### src/rtl/bp_fpga_host_pkg.sv
// Shared definitions for the FPGA host MMIO mailbox.
// Contents:
//   - byte offsets of the four MMIO registers
//   - AXI-Lite response codes
//   - read and write FSM state encodings
package bp_fpga_host_pkg;

  // Only bits [3:2] of an offset are decoded by the slave.
  localparam logic [3:0] mmio_resp_free_offset = 4'h0;
  localparam logic [3:0] mmio_resp_offset      = 4'h4;
  localparam logic [3:0] mmio_req_cnt_offset   = 4'h8;
  localparam logic [3:0] mmio_req_offset       = 4'hC;

  typedef enum logic [1:0] {
    e_axi_resp_okay   = 2'b00,
    e_axi_resp_slverr = 2'b10,
    e_axi_resp_decerr = 2'b11
  } axi_resp_e;

  typedef enum logic {
    e_r_idle = 1'b0,
    e_r_resp = 1'b1
  } rd_state_e;

  typedef enum logic {
    e_w_idle = 1'b0,
    e_w_resp = 1'b1
  } wr_state_e;

endpackage

### src/rtl/bp_axil_wr_collector.sv
// AXI-Lite write-channel joiner: captures AW and W independently (either
// order, or the same cycle) and presents one joined write when both exist.
// Ports:
//   clk_i, reset_i        clock, async active-high reset
//   accept                high when the owner can take a new write
//   awaddr/awvalid/awready  AXI-Lite write address channel
//   wdata/wvalid/wready     AXI-Lite write data channel
//   join_v                the joined write happens this cycle
//   join_addr, join_data  address and data of the joined write
module bp_axil_wr_collector #(
  parameter int addr_width_p = 64,
  parameter int data_width_p = 32
) (
  input  logic                    clk_i,
  input  logic                    reset_i,
  input  logic                    accept,
  input  logic [addr_width_p-1:0] awaddr,
  input  logic                    awvalid,
  output logic                    awready,
  input  logic [data_width_p-1:0] wdata,
  input  logic                    wvalid,
  output logic                    wready,
  output logic                    join_v,
  output logic [addr_width_p-1:0] join_addr,
  output logic [data_width_p-1:0] join_data
);

  logic                    aw_captured_r, w_captured_r;
  logic [addr_width_p-1:0] addr_r;
  logic [data_width_p-1:0] data_r;
  logic                    aw_hs, w_hs;

  assign awready = ~reset_i & accept & ~aw_captured_r;
  assign wready  = ~reset_i & accept & ~w_captured_r;
  assign aw_hs   = awvalid & awready;
  assign w_hs    = wvalid & wready;

  // A channel arriving this cycle counts as captured, so a same-cycle AW+W
  // joins immediately without passing through the holding registers.
  assign join_v    = (aw_captured_r | aw_hs) & (w_captured_r | w_hs);
  assign join_addr = aw_captured_r ? addr_r : awaddr;
  assign join_data = w_captured_r ? data_r : wdata;

  always_ff @(posedge clk_i or posedge reset_i) begin
    if (reset_i) begin
      aw_captured_r <= 1'b0;
      w_captured_r  <= 1'b0;
      addr_r        <= '0;
      data_r        <= '0;
    end else if (join_v) begin
      aw_captured_r <= 1'b0;
      w_captured_r  <= 1'b0;
    end else begin
      if (aw_hs) begin
        aw_captured_r <= 1'b1;
        addr_r        <= awaddr;
      end
      if (w_hs) begin
        w_captured_r <= 1'b1;
        data_r       <= wdata;
      end
    end
  end

endmodule

### src/rtl/bsg_fifo_1r1w_small.sv
// Small circular-buffer FIFO with ready/valid enqueue and yumi dequeue.
// Ports:
//   clk_i, reset_i      clock, async active-high reset (pointers/count only)
//   v_i, ready_o, data_i  enqueue side; push on v_i & ready_o
//   v_o, data_o, yumi_i   dequeue side; yumi_i pops the head (ignored when empty)
//   count_o             current occupancy, 0..els_p
// ready_o depends only on registered occupancy, so a pop while full frees a
// slot for the following cycle rather than the current one.
module bsg_fifo_1r1w_small #(
  parameter int width_p = 32,
  parameter int els_p   = 4
) (
  input  logic                         clk_i,
  input  logic                         reset_i,
  input  logic                         v_i,
  output logic                         ready_o,
  input  logic [width_p-1:0]           data_i,
  output logic                         v_o,
  output logic [width_p-1:0]           data_o,
  input  logic                         yumi_i,
  output logic [$clog2(els_p+1)-1:0]   count_o
);

  localparam int cnt_w = $clog2(els_p + 1);
  localparam int ptr_w = (els_p > 1) ? $clog2(els_p) : 1;

  logic [width_p-1:0] mem_r [els_p];
  logic [ptr_w-1:0]   wptr_r, rptr_r;
  logic [cnt_w-1:0]   count_r;
  logic               push, pop;

  assign ready_o = (count_r != cnt_w'(els_p));
  assign v_o     = (count_r != '0);
  assign data_o  = mem_r[rptr_r];
  assign count_o = count_r;
  assign push    = v_i & ready_o;
  assign pop     = yumi_i & v_o;

  // Pointers wrap explicitly so depths need not be powers of two.
  always_ff @(posedge clk_i or posedge reset_i) begin
    if (reset_i) begin
      wptr_r  <= '0;
      rptr_r  <= '0;
      count_r <= '0;
    end else begin
      if (push) wptr_r <= (wptr_r == ptr_w'(els_p - 1)) ? '0 : wptr_r + 1'b1;
      if (pop)  rptr_r <= (rptr_r == ptr_w'(els_p - 1)) ? '0 : rptr_r + 1'b1;
      count_r <= count_r + cnt_w'(push) - cnt_w'(pop);
    end
  end

  // Storage needs no reset; occupancy decides what is valid.
  always_ff @(posedge clk_i) begin
    if (push) mem_r[wptr_r] <= data_i;
  end

endmodule

### src/rtl/bp_axil_mmio_buffer.sv
// AXI4-Lite MMIO mailbox between BlackParrot and an AXI-Lite host.
// Register map (addr[3:2] decoded, other bits alias):
//   0x0 R  response FIFO free slots      0x4 W  push response word
//   0x8 R  request FIFO occupancy        0xC R  pop request FIFO head
// Ports:
//   clk_i, reset_i   clock, async active-high reset
//   s_axil_*         AXI-Lite slave (prot and wstrb ignored)
//   req_*            BP -> host MMIO words (valid/ready)
//   resp_*           host -> BP MMIO words (valid/ready)
module bp_axil_mmio_buffer
  import bp_fpga_host_pkg::*;
#(
  parameter int S_AXIL_ADDR_WIDTH = 64,
  parameter int S_AXIL_DATA_WIDTH = 32,
  parameter int req_els_p         = 16,
  parameter int resp_els_p        = 4
) (
  input  logic                         clk_i,
  input  logic                         reset_i,

  input  logic [S_AXIL_ADDR_WIDTH-1:0] s_axil_awaddr,
  input  logic                         s_axil_awvalid,
  output logic                         s_axil_awready,
  input  logic [2:0]                   s_axil_awprot,
  input  logic [S_AXIL_DATA_WIDTH-1:0] s_axil_wdata,
  input  logic                         s_axil_wvalid,
  output logic                         s_axil_wready,
  input  logic [3:0]                   s_axil_wstrb,
  output logic                         s_axil_bvalid,
  input  logic                         s_axil_bready,
  output logic [1:0]                   s_axil_bresp,

  input  logic [S_AXIL_ADDR_WIDTH-1:0] s_axil_araddr,
  input  logic                         s_axil_arvalid,
  output logic                         s_axil_arready,
  input  logic [2:0]                   s_axil_arprot,
  output logic [S_AXIL_DATA_WIDTH-1:0] s_axil_rdata,
  output logic                         s_axil_rvalid,
  input  logic                         s_axil_rready,
  output logic [1:0]                   s_axil_rresp,

  input  logic                         req_v_i,
  input  logic [31:0]                  req_data_i,
  output logic                         req_ready_and_o,

  output logic                         resp_v_o,
  output logic [31:0]                  resp_data_o,
  input  logic                         resp_ready_and_i
);

  localparam int dw         = S_AXIL_DATA_WIDTH;
  localparam int req_cnt_w  = $clog2(req_els_p + 1);
  localparam int resp_cnt_w = $clog2(resp_els_p + 1);

  // Request FIFO: BP pushes, host pops through 0xC.
  logic                  req_fifo_ready, req_fifo_v, req_yumi;
  logic [31:0]           req_fifo_data;
  logic [req_cnt_w-1:0]  req_count;

  bsg_fifo_1r1w_small #(.width_p(32), .els_p(req_els_p)) req_fifo (
    .clk_i   (clk_i),
    .reset_i (reset_i),
    .v_i     (req_v_i),
    .ready_o (req_fifo_ready),
    .data_i  (req_data_i),
    .v_o     (req_fifo_v),
    .data_o  (req_fifo_data),
    .yumi_i  (req_yumi),
    .count_o (req_count)
  );

  assign req_ready_and_o = ~reset_i & req_fifo_ready;

  // Response FIFO: host pushes through 0x4, BP drains.
  logic                  resp_fifo_ready, resp_fifo_v, resp_push;
  logic [31:0]           resp_fifo_data;
  logic [resp_cnt_w-1:0] resp_count;
  logic [dw-1:0]         wr_data;

  bsg_fifo_1r1w_small #(.width_p(32), .els_p(resp_els_p)) resp_fifo (
    .clk_i   (clk_i),
    .reset_i (reset_i),
    .v_i     (resp_push),
    .ready_o (resp_fifo_ready),
    .data_i  (wr_data[31:0]),
    .v_o     (resp_fifo_v),
    .data_o  (resp_fifo_data),
    .yumi_i  (resp_v_o & resp_ready_and_i),
    .count_o (resp_count)
  );

  // Storage is unreset, so gate the data so BP sees zero when nothing is valid.
  assign resp_v_o    = resp_fifo_v;
  assign resp_data_o = resp_fifo_v ? resp_fifo_data : 32'h0;

  // ---------------- Read path ----------------
  rd_state_e     rd_state_r;
  logic [dw-1:0] rdata_r, rdata_n;
  axi_resp_e     rresp_r, rresp_n;
  logic          ar_hs;

  assign s_axil_arready = ~reset_i & (rd_state_r == e_r_idle);
  assign s_axil_rvalid  = (rd_state_r == e_r_resp);
  assign s_axil_rdata   = rdata_r;
  assign s_axil_rresp   = rresp_r;
  assign ar_hs          = s_axil_arvalid & s_axil_arready;

  // Decode is evaluated in the AR handshake cycle, so counts reflect state
  // before any push landing on the same edge.
  always_comb begin
    rdata_n  = '0;
    rresp_n  = e_axi_resp_okay;
    req_yumi = 1'b0;
    case (s_axil_araddr[3:2])
      mmio_resp_free_offset[3:2]: rdata_n = dw'(resp_els_p) - dw'(resp_count);
      mmio_resp_offset[3:2]:      rdata_n = '0;
      mmio_req_cnt_offset[3:2]:   rdata_n = dw'(req_count);
      mmio_req_offset[3:2]: begin
        if (req_fifo_v) begin
          rdata_n  = dw'(req_fifo_data);
          req_yumi = ar_hs;
        end else begin
          rresp_n  = e_axi_resp_slverr;
        end
      end
      default: rdata_n = '0;
    endcase
  end

  always_ff @(posedge clk_i or posedge reset_i) begin
    if (reset_i) begin
      rd_state_r <= e_r_idle;
      rdata_r    <= '0;
      rresp_r    <= e_axi_resp_okay;
    end else begin
      case (rd_state_r)
        e_r_idle: if (ar_hs) begin
          rdata_r    <= rdata_n;
          rresp_r    <= rresp_n;
          rd_state_r <= e_r_resp;
        end
        e_r_resp: if (s_axil_rready) rd_state_r <= e_r_idle;
        default:  rd_state_r <= e_r_idle;
      endcase
    end
  end

  // ---------------- Write path ----------------
  wr_state_e                wr_state_r;
  axi_resp_e                bresp_r, bresp_n;
  logic                     wr_v;
  logic [S_AXIL_ADDR_WIDTH-1:0] wr_addr;
  logic                     wr_is_resp;

  bp_axil_wr_collector #(
    .addr_width_p (S_AXIL_ADDR_WIDTH),
    .data_width_p (dw)
  ) wr_collector (
    .clk_i     (clk_i),
    .reset_i   (reset_i),
    .accept    (wr_state_r == e_w_idle),
    .awaddr    (s_axil_awaddr),
    .awvalid   (s_axil_awvalid),
    .awready   (s_axil_awready),
    .wdata     (s_axil_wdata),
    .wvalid    (s_axil_wvalid),
    .wready    (s_axil_wready),
    .join_v    (wr_v),
    .join_addr (wr_addr),
    .join_data (wr_data)
  );

  assign wr_is_resp    = (wr_addr[3:2] == mmio_resp_offset[3:2]);
  assign resp_push     = wr_v & wr_is_resp & resp_fifo_ready;
  assign s_axil_bvalid = (wr_state_r == e_w_resp);
  assign s_axil_bresp  = bresp_r;

  // A full response FIFO drops the word and reports SLVERR.
  always_comb begin
    bresp_n = e_axi_resp_decerr;
    if (wr_is_resp) bresp_n = resp_fifo_ready ? e_axi_resp_okay : e_axi_resp_slverr;
  end

  always_ff @(posedge clk_i or posedge reset_i) begin
    if (reset_i) begin
      wr_state_r <= e_w_idle;
      bresp_r    <= e_axi_resp_okay;
    end else begin
      case (wr_state_r)
        e_w_idle: if (wr_v) begin
          bresp_r    <= bresp_n;
          wr_state_r <= e_w_resp;
        end
        e_w_resp: if (s_axil_bready) wr_state_r <= e_w_idle;
        default:  wr_state_r <= e_w_idle;
      endcase
    end
  end

  logic unused_ok;
  assign unused_ok = &{1'b0, s_axil_awprot, s_axil_arprot, s_axil_wstrb,
                       s_axil_araddr[S_AXIL_ADDR_WIDTH-1:4], s_axil_araddr[1:0],
                       wr_addr[S_AXIL_ADDR_WIDTH-1:4], wr_addr[1:0],
                       wr_data[dw-1:0]};

endmodule

### config.mk
export PLATFORM = sky130hd
export DESIGN_NAME = bp_axil_mmio_buffer
export DESIGN_NICKNAME = d
export VERILOG_FILES = /design/src/rtl/bp_fpga_host_pkg.sv /design/src/rtl/bp_axil_wr_collector.sv /design/src/rtl/bsg_fifo_1r1w_small.sv /design/src/rtl/bp_axil_mmio_buffer.sv
export SDC_FILE = /design/constraint.sdc
export NUM_CORES = 1
export LEC_CHECK = 0
export ABC_AREA = 1
export BUFFER_PORTS_ARGS = -buffer_cell sky130_fd_sc_hd__buf_2
export CELL_PAD_IN_SITES_DETAIL_PLACEMENT = 1
export CELL_PAD_IN_SITES_GLOBAL_PLACEMENT = 1
export CORE_MARGIN = 4
export CORE_UTILIZATION = 45
export CTS_CLUSTER_SIZE = 25
export DETAILED_ROUTE_END_ITERATION = 16
export HOLD_SLACK_MARGIN = 0.08
export PLACE_DENSITY = 0.79
export SLEW_MARGIN = 20
export SYNTH_ARGS = -nofsm -noshare
export SYNTH_HDL_FRONTEND = slang
export SYNTH_SLANG_ARGS = --single-unit
### constraint.sdc
create_clock -name clk_i -period 4.2 [get_ports clk_i]
set_input_delay 0.42 -clock clk_i [delete_from_list [all_inputs] [get_ports clk_i]]
set_output_delay 0.42 -clock clk_i [all_outputs]
set_load 0.05 [all_outputs]
Word-level counts from Yosys, hierarchy flattened
Memories as Yosys holds them, arrays and structs flattened.
Index checks and enable logic that the tools add are counted.

storage, ports and cells
  flip-flop bits (word level) = 96
  RAM bits = 640
  memories kept = 2

operators by class
  add/subtract/negate cells = 9
  equal/unequal tests = 10
  muxes and demuxes = 29
  bitwise logic cells = 24
  reduce and logical (&&, ||, !) cells = 9

memories
  memory           words  bits a word  read ports  clocked after Yosys merged registers in  wr ports  line                       text
  req_fifo.mem_r   16     32           1           0                                        1         bsg_fifo_1r1w_small.sv:27  logic [width_p-1:0] mem_r [els_p];
  resp_fifo.mem_r  4      32           1           0                                        1         bsg_fifo_1r1w_small.sv:27

operators by type and width
  cell                                                  number
  case mux 32 bit (4 select lines)                      1
  two-way mux 32 bit                                    3
  AND 1 bit                                             16
  two-way mux 1 bit                                     14
  two-way mux 2 bit                                     6
  two-way mux 4 bit                                     3
  adder 4 x 1 -> 4 bit (second input constant)          2
  equality test 2 bit (second input constant)           4
  equality test 4 bit (second input constant)           2
  AND reduction 2 bit                                   4
  inverter 1 bit                                        6
  adder 5 x 1 -> 5 bit                                  1
  != test 5 bit (second input constant)                 1
  nonzero test 5 bit                                    1
  subtractor 5 x 1 -> 5 bit                             1
  adder 2 x 1 -> 2 bit (second input constant)          2
  equality test 2 x 1 -> 1 bit (second input constant)  2
  case mux 1 bit (2 select lines)                       2
  nonzero test 2 bit                                    2
  subtractor 3 x 3 -> 4 bit (first input constant)      1
  adder 3 x 1 -> 3 bit                                  1
  != test 3 bit (second input constant)                 1
  nonzero test 3 bit                                    1
  subtractor 3 x 1 -> 3 bit                             1
  other kinds (2)                                       3

Longest topological paths before layout
Gate-level depths: netlist (run 1).

  word-level depth = 11
  mapped depth = 13

By module
Synthesis (run 1) repeated with hierarchy kept, for this count alone.

unflattened totals
  cells, all modules = 3544
  area total of the unflattened synthesis = 35680.5 µm²

modules (own cells, without submodules)
  module                           times used  cells each  area each (µm²)  seq. area each (µm²)
  bsg_fifo_1r1w_small (req_fifo)   1           2171        22955.8          15700.1
  bsg_fifo_1r1w_small (resp_fifo)  1           432         5494.0           4018.9
  bp_axil_wr_collector             1           610         5077.4           2452.4
  bp_axil_mmio_buffer              1           331         2153.3           925.9

Worst setup path after synthesis (run 1)
OpenSTA, ideal clock, no wires.

  path kind = reg-to-reg
  start = register wr_state_r (netlist: s_axil_bvalid)
  end = memory resp_fifo.mem_r[0][0], enable pin
  arrival time = 3.146 ns
  data required time = 3.779 ns
  slack = 0.632 ns
  cell stages (with the launch flop) = 8
  buffers on the path = 0
  period minus slack after synthesis = 3.568 ns
  cells stage by stage = dfrtp_1 > nor3_4 > nand2_1 > nand2_2 > nand2_4 > nor2_8 > inv_2 > nor2_1

on the way
  longest elaborated chain between the ends = 11
  elaborated cells between the ends (all ways) = 14
  classes of those cells = mux: 2; bitwise: 12

RTL lines
  item                                     line                        text
  start, declared                          bp_axil_mmio_buffer.sv:149  wr_state_e wr_state_r;
  start signal, assigned                   bp_axil_mmio_buffer.sv:186  wr_state_r <= e_w_idle;
  start signal, assigned                   bp_axil_mmio_buffer.sv:192  wr_state_r <= e_w_resp;
  start signal, assigned                   bp_axil_mmio_buffer.sv:194  e_w_resp: if (s_axil_bready) wr_state_r <= e_w_idle;
  inverter 1 bit (no source line)          --
  AND 1 bit (2 in a row)                   bp_axil_wr_collector.sv:34  assign wready = ~reset_i & accept & ~w_captured_r;
  named net s_axil_wready                  bp_axil_mmio_buffer.sv:27   output logic s_axil_wready,
  AND 1 bit                                bp_axil_wr_collector.sv:36  assign w_hs = wvalid & wready;
  bitwise OR 1 bit                         bp_axil_wr_collector.sv:40  assign join_v = (aw_captured_r | aw_hs) & (w_captured_r | w_hs);
  AND 1 bit                                bp_axil_wr_collector.sv:40
  AND 1 bit (2 in a row)                   bp_axil_mmio_buffer.sv:174  assign resp_push = wr_v & wr_is_resp & resp_fifo_ready;
  AND 1 bit                                bsg_fifo_1r1w_small.sv:36   assign push = v_i & ready_o;
  named net resp_fifo.push                 bsg_fifo_1r1w_small.sv:30   logic push, pop;
  two-way mux 1 bit                        bsg_fifo_1r1w_small.sv:54   if (push) mem_r[wptr_r] <= data_i;
  two-way mux 1 bit (implied by the code)  bsg_fifo_1r1w_small.sv:54
  end, declared                            bsg_fifo_1r1w_small.sv:27

The timed path passes the listed nets, and every way through them passes these cells.

Worst setup path after layout (run 1)
  start = register req_fifo.count_r[3] (netlist: req_fifo.count_o[3])
  end = memory req_fifo.mem_r[13][24], enable pin

on the way
  longest elaborated chain between the ends = 4

RTL lines
  item                                     line                       text
  start, declared                          bsg_fifo_1r1w_small.sv:29  logic [cnt_w-1:0] count_r;
  start signal, assigned                   bsg_fifo_1r1w_small.sv:48  count_r <= count_r + cnt_w'(push) - cnt_w'(pop);
  != test 5 bit                            bsg_fifo_1r1w_small.sv:32  assign ready_o = (count_r != cnt_w'(els_p));
  AND 1 bit                                bsg_fifo_1r1w_small.sv:36
  named net req_fifo.push                  bsg_fifo_1r1w_small.sv:30
  two-way mux 1 bit                        bsg_fifo_1r1w_small.sv:54
  two-way mux 1 bit (implied by the code)  bsg_fifo_1r1w_small.sv:54
  end, declared                            bsg_fifo_1r1w_small.sv:27

The timed path passes the listed nets, and every way through them passes these cells.

==> flow_summary.toml, run 1 <==
[yosys]
ys_types = 42
syn-num-nets = 2771
synthArstFlopShare_pct = 12.7
yosys_warnings = 0
synthFlopType = "edfxtp_1"
synth_top_area_share_pct = 63.8
yosysTopAreaCell = "edfxtp_1"
seq_area_frac_synth_pct = 71.5
synth_area_mm2 = 0.0301
synth-edff-count = 640
ys_seq_elements = 733
synthTopCellsByArea = "edfxtp_1 64%, dfrtp_1 7.7%, nand2_1 4.6%"
syn_avg_cell_area_um2 = 11.9
netlist_instances = 2536

[sta]
fin_ws_ps = 1140
timing.hold.ws_ps = 108
grt_setup_unrepaired = "false"
period_minus_slack_ps = 3060
setup_viol = 0
finClkSkew_ps = 48.1
slew_headroom_pct = 26.2
fin_tns_setup_ps = 0
slew_viol_final = 0
fmax_mhz = 327
worstMarginPinSlew_ps = 1110
period_share_pct = 72.9
finalHoldViolCount = 0

[global_routing]
grt_max_degree = 207
grt_pass1_vias = 22500
grt_first_pass_wirelength_um = 130000
grt_use_total_pct = 23.8
grt.overflow.total = 0
antenna_found_initial = 4

[die]
start_util_pct = 45.6
fp-row-count = 94
die_w_um = 267
dieArea_mm2 = 0.0711
die_h_um = 267
core_area_mm2 = 0.0661
ios = 286

[final_layout]
mostFrequentLayoutCells = "640 x edfxtp_1, 371 x nand2_1, 341 x nor2_1"
layout-drive-gt1-share_pct = 15.2
final_nets = 2917
layout_commonest_cell = "edfxtp_1"
syn2layout_area_growth_pct = 14.8

[cts]
cts_tree = "yes"
cts_buffers = 76
cts_htree_levels = 3
root_buffer = "clkbuf_16"
cts_max_path_buffers = 3
clkSinkCount = 733
path_clk_slew_ps = 60
post_cts_buffers = 0
clock_latency_ps = 630

[worst_setup_path]
rr_startpoint = "req_fifo.count_o[3]$_DFF_PP0_"
start_kind = "flop"
crit_slowest_cell = "nor2_4"
path_cells = "inv_1, ha_1, nand4_1, nand2_1, clkinv_1, nand2_1, nor2_4, buf_4"
startpoint = "req_fifo.count_o[3]$_DFF_PP0_"
reg2regPathDepth = 8
critPathRequiredTime_ps = 4470
crit_fanout = 21
worstPathArrival_ps = 3330
critical_path_class = "reg2reg"
critPathMaxStageDelay_ps = 520
cp_common_cell = "nand2_1"
endpoint_kind = "flop"

[outcome]
status = "finished clean"

[detailed_routing]
wl_per_cell_um = 23.7
drtIter0Drc = 2026
drtPass1Iterations = 5
vias_per_cell = 5.73
wl_um = 85600
remaining_drc_errors = 0
postRouteAntennaNets = 0
via_count = 20700

[worst_hold_path]
hold_path.class = "in2reg"
hp-start = "s_axil_wdata[0]"
holdPathStages = 3

[placement]
dp_hpwl_um = 45100
globalplace.congestion = 0.771
io_buffers = 150
pre_cts_ws_ps = 1240

[power]
vdd.ir_drop.worst_mv = 0.549
power.leakage_uw = 0.0129
powerDensity_mw_per_mm2 = 743

[job]
maxCapViolations = 0
[layer usage]
metal / up-vias / GRT usage [%] / wire length, um
met2: 753 / 41.9 / 44100
met4: 2 / 9.38 / 2920
met5: - / 0 / 11
met3: 188 / 4.48 / 5200
met1: 10600 / 29.3 / 33400
li1: 9145 / - / -
[area by class of cell]
cell class	count	area (um2)
clock buffer	94	2020
multi-input combinational	1501	7320
tap	864	1080
inverter	149	572
fill	6799	31500
timing repair buffer	221	1410
sequential	733	21600
clock inverter	46	608
antenna	5	12.5
[worst paths after layout]
check	to	slack [ps]
worst max-delay path	req_fifo.mem_r[13][24]$_DFFE_PP_	1140
worst min-delay path	wr_collector.data_r[0]$_DFFE_PP0P_	110
worst max register to register	req_fifo.mem_r[13][24]$_DFFE_PP_	1140
worst min register to register	wr_collector.data_r[13]$_DFFE_PP0P_	480
max in group asynchronous	req_fifo.rptr_r[1]$_DFFE_PP0P_	2240
min in group asynchronous	s_axil_rvalid$_DFF_PP0_	530
[critical path: cells and delay by family (launching register included)]
family	cells	cell delay, ps
flip-flops	1	390
buffers and inverters	3	900
AND/OR/NAND/NOR	4	1190
adder cells (fa/ha/maj)	1	200
[metrics by stage]
stage          area [um2]  std cells  util (%)  total power, uW
2_1_floorplan       30100       2536         -            15900
3_3_place_gp        31600       3438      47.9            17900
3_5_place_dp        31600       3438      47.9            18500
4_1_cts             34600       3608      52.3            25800
5_1_grt             34600       3610      52.3            27000
6_report            34600       3613      52.3            25700
[synth_stat cells, drive strengths merged (22+ instances only)]
cell,count
ha,22
nor3,46
a21oi,91
edfxtp,640
clkbuf,65
o22ai,81
inv,148
dfrtp,93
nor2,366
nand2,405
buf,88
nand3,140
o21ai,324
[flip-flops by register name, summed over array words and instances, names as in the netlist]
signal and cells:
req_fifo.count_o 5, resp_fifo.mem_r 128, resp_fifo.wptr_r 2, wr_collector.data_r 32, s_axil_bresp 2, wr_collector.aw_captured_r 1, req_fifo.wptr_r 4, s_axil_rresp 1
req_fifo.rptr_r 4, wr_collector.addr_r 2, s_axil_rvalid 1, req_fifo.mem_r 512, s_axil_rdata 32, s_axil_bvalid 1, resp_fifo.rptr_r 2, wr_collector.w_captured_r 1
resp_fifo.count_o 3
[power breakdown]
part	leakage, uW	total [uW]	internal [uW]	switching (uW)
sequential	0.00693	9540	8960	573
clock	0.00128	7120	4210	2910
combinational	0.00466	9050	2300	6750
total	0.0129	25700	15500	10200
[cells by family after synthesis]
logic type                 share of synthesized area [%]
AOI/OAI and AO/OA                                   9.12
xor gates and xnor gates                           0.204
adders and majority gates                           1.05
buffers and inverters                               4.62
DFF                                                 71.5
muxes                                             0.0332
other                                             0.0124
and+or+nand+nor                                     13.4
[timing repair]
item                      4_1_cts  5_1_grt
hold endpoints to repair       74        0
hold buffers                   30        0
gates resized for setup         0        0
No activity file was read; power rests on OpenSTA's default activity.
==> run 2, diff against run 1 <==
Settings changed: ABC_AREA 1 to 0, PLACE_DENSITY 0.79 to 0.78.
Clock period 4.2 ns to 2.65 ns, I/O delays scaled along.
==> flow_summary.toml, run 2 <==
[die]
die_w_um = 262
fp-row-count = 92
ios = 286
die_h_um = 262
start_util_pct = 45.8
dieArea_mm2 = 0.0687
core_area_mm2 = 0.0634

[yosys]
yosysTopAreaCell = "edfxtp_1"
syn_avg_cell_area_um2 = 20.4
ys_types = 55
synthTopCellsByArea = "edfxtp_1 66%, mux4_2 11%, dfrtp_1 8.0%"
netlist_instances = 1426
syn-num-nets = 1661
synth_area_mm2 = 0.0290
synth-edff-count = 640
ys_seq_elements = 733
synth_most_common_cell = "edfxtp_1"
yosys_warnings = 0
synthArstFlopShare_pct = 12.7
synth_top_area_share_pct = 66.2
synthFlopType = "edfxtp_1"
seq_area_frac_synth_pct = 74.2
synth_commonest_cells = "640 x edfxtp_1, 146 x mux4_2, 93 x dfrtp_1"

[cts]
root_buffer = "clkbuf_16"
path_clk_slew_ps = 60
clkSinkCount = 733
cts_max_path_buffers = 3
cts_buffers = 75
cts_htree_levels = 3
cts_tree = "yes"
clock_latency_ps = 640

[worst_hold_path]
hold_path.class = "in2reg"
hp-start = "s_axil_araddr[2]"

[sta]
period_minus_slack_ps = 2550
period_share_pct = 96.1
fmax_mhz = 393
finalHoldViolCount = 0
worstMarginPinSlew_ps = 691
grt_setup_unrepaired = "true"
finClkSkew_ps = 30.0
setup_viol = 0
slew_headroom_pct = 53.9
slew_viol_final = 0

[worst_setup_path]
critical_path_class = "reg2out"
startpoint = "resp_fifo.count_o[0]$_DFF_PP0_"
critPathRequiredTime_ps = 2380
worstPathArrival_ps = 2280
crit_fanout = 33
endpoint_kind = "primary output"
start_kind = "flop"
rr_startpoint = "req_fifo.count_o[2]$_DFF_PP0_"

[placement]
placed_cells = 2429
globalplace.congestion = 0.753
io_buffers = 150
dp_hpwl_um = 43900
placed_cell_area_mm2 = 0.0315

[detailed_routing]
wl_per_cell_um = 27.0
via_count = 15000
remaining_drc_errors = 0
postRouteAntennaNets = 0
drtPass1Iterations = 5
wl_um = 71600
vias_per_cell = 5.68
drtIter0Drc = 1279

[job]
maxCapViolations = 0

[final_layout]
mostFrequentLayoutCells = "640 x edfxtp_1, 146 x mux4_2, 145 x buf_2"
largest_register = "req_fifo.mem_r"
final_nets = 1971
fin_area_mm2 = 0.0348
fin_cells = 2646
fin_util_pct = 54.9
layout_commonest_cell = "edfxtp_1"
syn2layout_area_growth_pct = 20.0
largest_register_ffs = 512
reg_top3 = "req_fifo.mem_r x512, resp_fifo.mem_r x128"
layout-drive-gt1-share_pct = 35.5

[global_routing]
grt_max_degree = 44
grt_first_pass_wirelength_um = 108000
grt_use_total_pct = 21.2
grt_pass1_vias = 16900
grt.overflow.total = 0
antenna_found_initial = 6

[power]
total_power_uw = 36300
powerDensity_mw_per_mm2 = 1040
vdd.ir_drop.worst_mv = 0.725
power.leakage_uw = 0.0120

[outcome]
status = "finished clean"
## run 2: changes by cell type in the layout (fill, tap and decap cells not counted), sizes merged, moves of 106 or more
cell	before	now
inv	152	26
o21ai	324	4
nand3	140	9
mux4	0	146
mux2	0	106
nor2	366	25
nand2	405	75
## run 2: final cells by class
class	instances	area, um2
Multi-Input combinational cell	596	7220
Tap cell	846	1060
Fill cell	5535	28600
Clock inverter	27	384
Inverter	23	90.1
Timing Repair Buffer	307	2390
Clock buffer	112	2130
Sequential cell	733	21600
Antenna cell	2	5.00
## run 2: cells by family (layout without fill, tap and decap cells)
group,count (synthesis),in the layout,synth area share [%]
AND/OR/NAND/NOR,180,180,3.21
flip-flops,733,733,74.2
multiplexers,303,303,17.2
other,1,3,0.0129
AO/OA/AOI/OAI,81,81,2.62
buffers and inverters,97,469,1.49
XOR/XNOR,7,7,0.211
adder cells (fa/ha/maj),24,24,1.09
## run 2: routing by layer
metal  share of wire [%]  vias to the layer above  GRT usage, %
met4                 1.9                        6          5.28
met2                  53                      505          37.5
met3                 5.9                      109          4.16
met5               0.057                        -             0
met1                  39                     8026          27.2
li1                    -                     6390             -
## run 2: critical path, cell delays in order, from the launching register on
cell,delay [ps]
dfrtp_1,370
inv_1,80
ha_1,220
ha_1,200
inv_1,100
buf_12,180
and2_1,220
clkbuf_4,260
## run 2: timing repair
action,4_1_cts,5_1_grt
gates resized for setup,2,12
pin swaps,0,3
endpoints found under the setup margin,25,23
hold buffers,74,0
setup buffers,1,1
hold endpoints to repair,700,0
## run 2: worst paths after layout
path                                                         end  cells after the start  slack, ps
max in group asynchronous         req_fifo.rptr_r[0]$_DFFE_PP0P_                      5       1450
min in group asynchronous  wr_collector.w_captured_r$_DFFE_PP0P_                      4        490
max reg2reg                        req_fifo.count_o[4]$_DFF_PP0_                     13        200
min                                  s_axil_rdata[1]$_DFFE_PP0P_                      3        170
min reg2reg                  wr_collector.data_r[22]$_DFFE_PP0P_                      1        490
max                                               resp_data_o[1]                      7        100
## run 2: stage by stage
| stage | setup TNS [ps] | hold slack [ps] | setup WS, ps |
|---|---|---|---|
| 6_report | 0 | 166 | 104 |
| 5_1_grt | -38.2 | 157 | -38.2 |
| 4_1_cts | 0 | 129 | 9.33 |
| 3_5_place_dp | 0 | 458 | 120 |
| 3_3_place_gp | 0 | 446 | 158 |
| 2_1_floorplan | -148210 | 358 | -405 |
## run 2: power by group
group	total, uW	switching (uW)	internal, uW
Combinational	10300	6250	4060
Clock	10800	4380	6380
Sequential	15200	972	14200
==> run 3, diff against run 2 <==
--- a/config.mk
+++ b/config.mk
@@ -11,9 +11,9 @@
 export CELL_PAD_IN_SITES_GLOBAL_PLACEMENT = 1
 export CORE_MARGIN = 4
-export CORE_UTILIZATION = 45
+export CORE_UTILIZATION = 46
 export CTS_CLUSTER_SIZE = 25
 export DETAILED_ROUTE_END_ITERATION = 16
 export HOLD_SLACK_MARGIN = 0.08
-export PLACE_DENSITY = 0.78
+export PLACE_DENSITY = 0.79
 export SLEW_MARGIN = 20
 export SYNTH_ARGS = -nofsm -noshare
==> constraint.sdc (replaced) <==
create_clock -name clk_i -period 2.65 [get_ports clk_i]
set_input_delay 0.265 -clock clk_i [delete_from_list [all_inputs] [get_ports clk_i]]
set_output_delay 0.265 -clock clk_i [all_outputs]
set_load 0.01 [all_outputs]
==> flow_summary.toml, run 3 (synthesized netlist as in run 2, its figures left out) <==
[worst_setup_path]
critPathRequiredTime_ps = 3190
reg2reg_slack_ps = 140
endpoint_kind = "flop"
critical_path_class = "reg2reg"
worstPathArrival_ps = 3050
crit_fanout = 3
start_kind = "flop"

[detailed_routing]
wl_per_cell_um = 26.2
postRouteAntennaNets = 0
drtIter0Drc = 1245
drtPass1Iterations = 5
vias_per_cell = 5.65
via_count = 14800
wl_um = 68800
remaining_drc_errors = 0

[power]
p_comb_share_pct = 24.9
swShare_pct = 28.7
p_sw_uw = 9670
powerDensity_mw_per_mm2 = 973
power.leakage_uw = 0.0119
p_int_uw = 24000
vdd.ir_drop.worst_mv = 0.692
pwr-share-seq_pct = 44.8
pwr-share-clk_pct = 30.2

[placement]
dp_hpwl_um = 42200
placed_cells = 2412
placed_cell_area_mm2 = 0.0315
io_buffers = 150
globalplace.congestion = 0.742

[die]
fp-row-count = 91
dieArea_mm2 = 0.0672
die_h_um = 259
die_w_um = 259
start_util_pct = 46.8
core_area_mm2 = 0.0621
ios = 286

[final_layout]
layout_commonest_cell = "edfxtp_1"
fin_util_pct = 55.8
multi_input_area_mm2 = 0.00721
fin_area_mm2 = 0.0346
syn2layout_area_growth_pct = 19.2
reg_top3 = "req_fifo.mem_r x512, resp_fifo.mem_r x128"
final_nets = 1964
fin_cells = 2627
layout-drive-gt1-share_pct = 34.5
regArea_mm2 = 0.0216
mostFrequentLayoutCells = "640 x edfxtp_1, 150 x buf_2, 146 x mux4_2"
largest_register = "req_fifo.mem_r"
n_fill_cell = 5379
largest_register_ffs = 512

[sta]
grt_setup_unrepaired = "true"
slew_viol_final = 0
timing.hold.ws_ps = 126
finClkSkew_ps = 23.8
finalHoldViolCount = 0
slew_headroom_pct = 55.3
fin_tns_setup_ps = 0
setup_viol = 0
worstMarginPinSlew_ps = 669
period_minus_slack_ps = 2510
fmax_mhz = 398
period_share_pct = 94.9

[job]
maxCapViolations = 0

[cts]
cts_tree = "yes"
clkSinkCount = 733
cts_max_path_buffers = 3
cts_htree_levels = 3
path_clk_slew_ps = 60
cts_buffers = 76
clock_latency_ps = 620
root_buffer = "clkbuf_16"

[global_routing]
grt_max_degree = 89
grt_first_pass_wirelength_um = 105000
grt_use_total_pct = 20.8
grt.overflow.total = 0
grt_pass1_vias = 16500
antenna_found_initial = 0

[worst_hold_path]
hold_path.class = "in2reg"

[outcome]
status = "finished clean"
-- run 3: changes by cell type in the layout (fill, tap and decap cells not counted), sizes merged --
cell,before,now
clkbuf,117,110
buf,228,225
clkinv,14,18
clkinvlp,2,3
diode,2,1
bufinv,8,2
inv,26,28
-- run 3: final timing paths --
check / start / to / depth (start not counted)
setup / recovery: req_fifo.count_o[2]$_DFF_PP0_ / req_fifo.count_o[4]$_DFF_PP0_ / 13
min in group asynchronous: reset_i / s_axil_bresp[1]$_DFFE_PP0P_ / 4
hold reg to reg: s_axil_rdata[13]$_DFFE_PP0P_ / s_axil_rdata[13]$_DFFE_PP0P_ / 2
max in group asynchronous: reset_i / req_fifo.rptr_r[2]$_DFFE_PP0P_ / 5
hold / removal: s_axil_arvalid / s_axil_rresp[1]$_DFFE_PP0P_ / 4
setup reg to reg: req_fifo.count_o[2]$_DFF_PP0_ / req_fifo.count_o[4]$_DFF_PP0_ / 13
-- run 3: what timing repair did --
| action | 4_1_cts | 5_1_grt |
|---|---|---|
| hold endpoints to repair | 684 | 0 |
| hold buffers | 74 | 0 |
| setup endpoints to repair | 0 | 4 |
| resized for setup | 0 | 6 |
| buffers inserted | 0 | 2 |
-- run 3: layer usage --
layer	GRT usage, %	wire, um	vias up
met5	0	0	-
met4	5.08	1420	0
met3	3.95	4010	103
met2	36.2	35900	486
met1	27.3	27500	7871
li1	-	-	6372
-- run 3: area by class of cell --
type,instances,area share [%]
multi-input cells,596,20.8
clock buffers,110,6.10
flip-flops and latches,733,62.3
diodes,1,0.00723
clock inverters,28,0.752
well taps,837,3.03
inverters,23,0.260
repair buffers,299,6.71
-- run 3: through the flow --
step | worst slack (ps) | power (uW)
floorplan | -405 | 20500
global placement | 84.1 | 23100
detailed placement | 29.0 | 23600
CTS | 0.828 | 34000
global route | -40.5 | 35300
finish | 136 | 33700
-- run 3: power by group through the flow --
stage | sequential, uW | combinational [uW] | clock, uW
after global placement | 15200 | 7970 | 0
after global routing | 15200 | 9110 | 11000
after detailed placement | 15300 | 8290 | 0
after floorplan | 15000 | 5530 | 0
final | 15100 | 8400 | 10200
after CTS | 15100 | 8470 | 10400
-- run 3: worst max-delay path, cell delays in order (launching register included) --
cell and delay (ps):
dfrtp_1 400, inv_2 100, ha_4 150, nor4b_4 290, nor3_4 80, ha_1 280, inv_1 60, ha_1 160
inv_1 80, fa_2 390, inv_1 80, a21oi_1 60, o21bai_1 170, xnor2_1 130
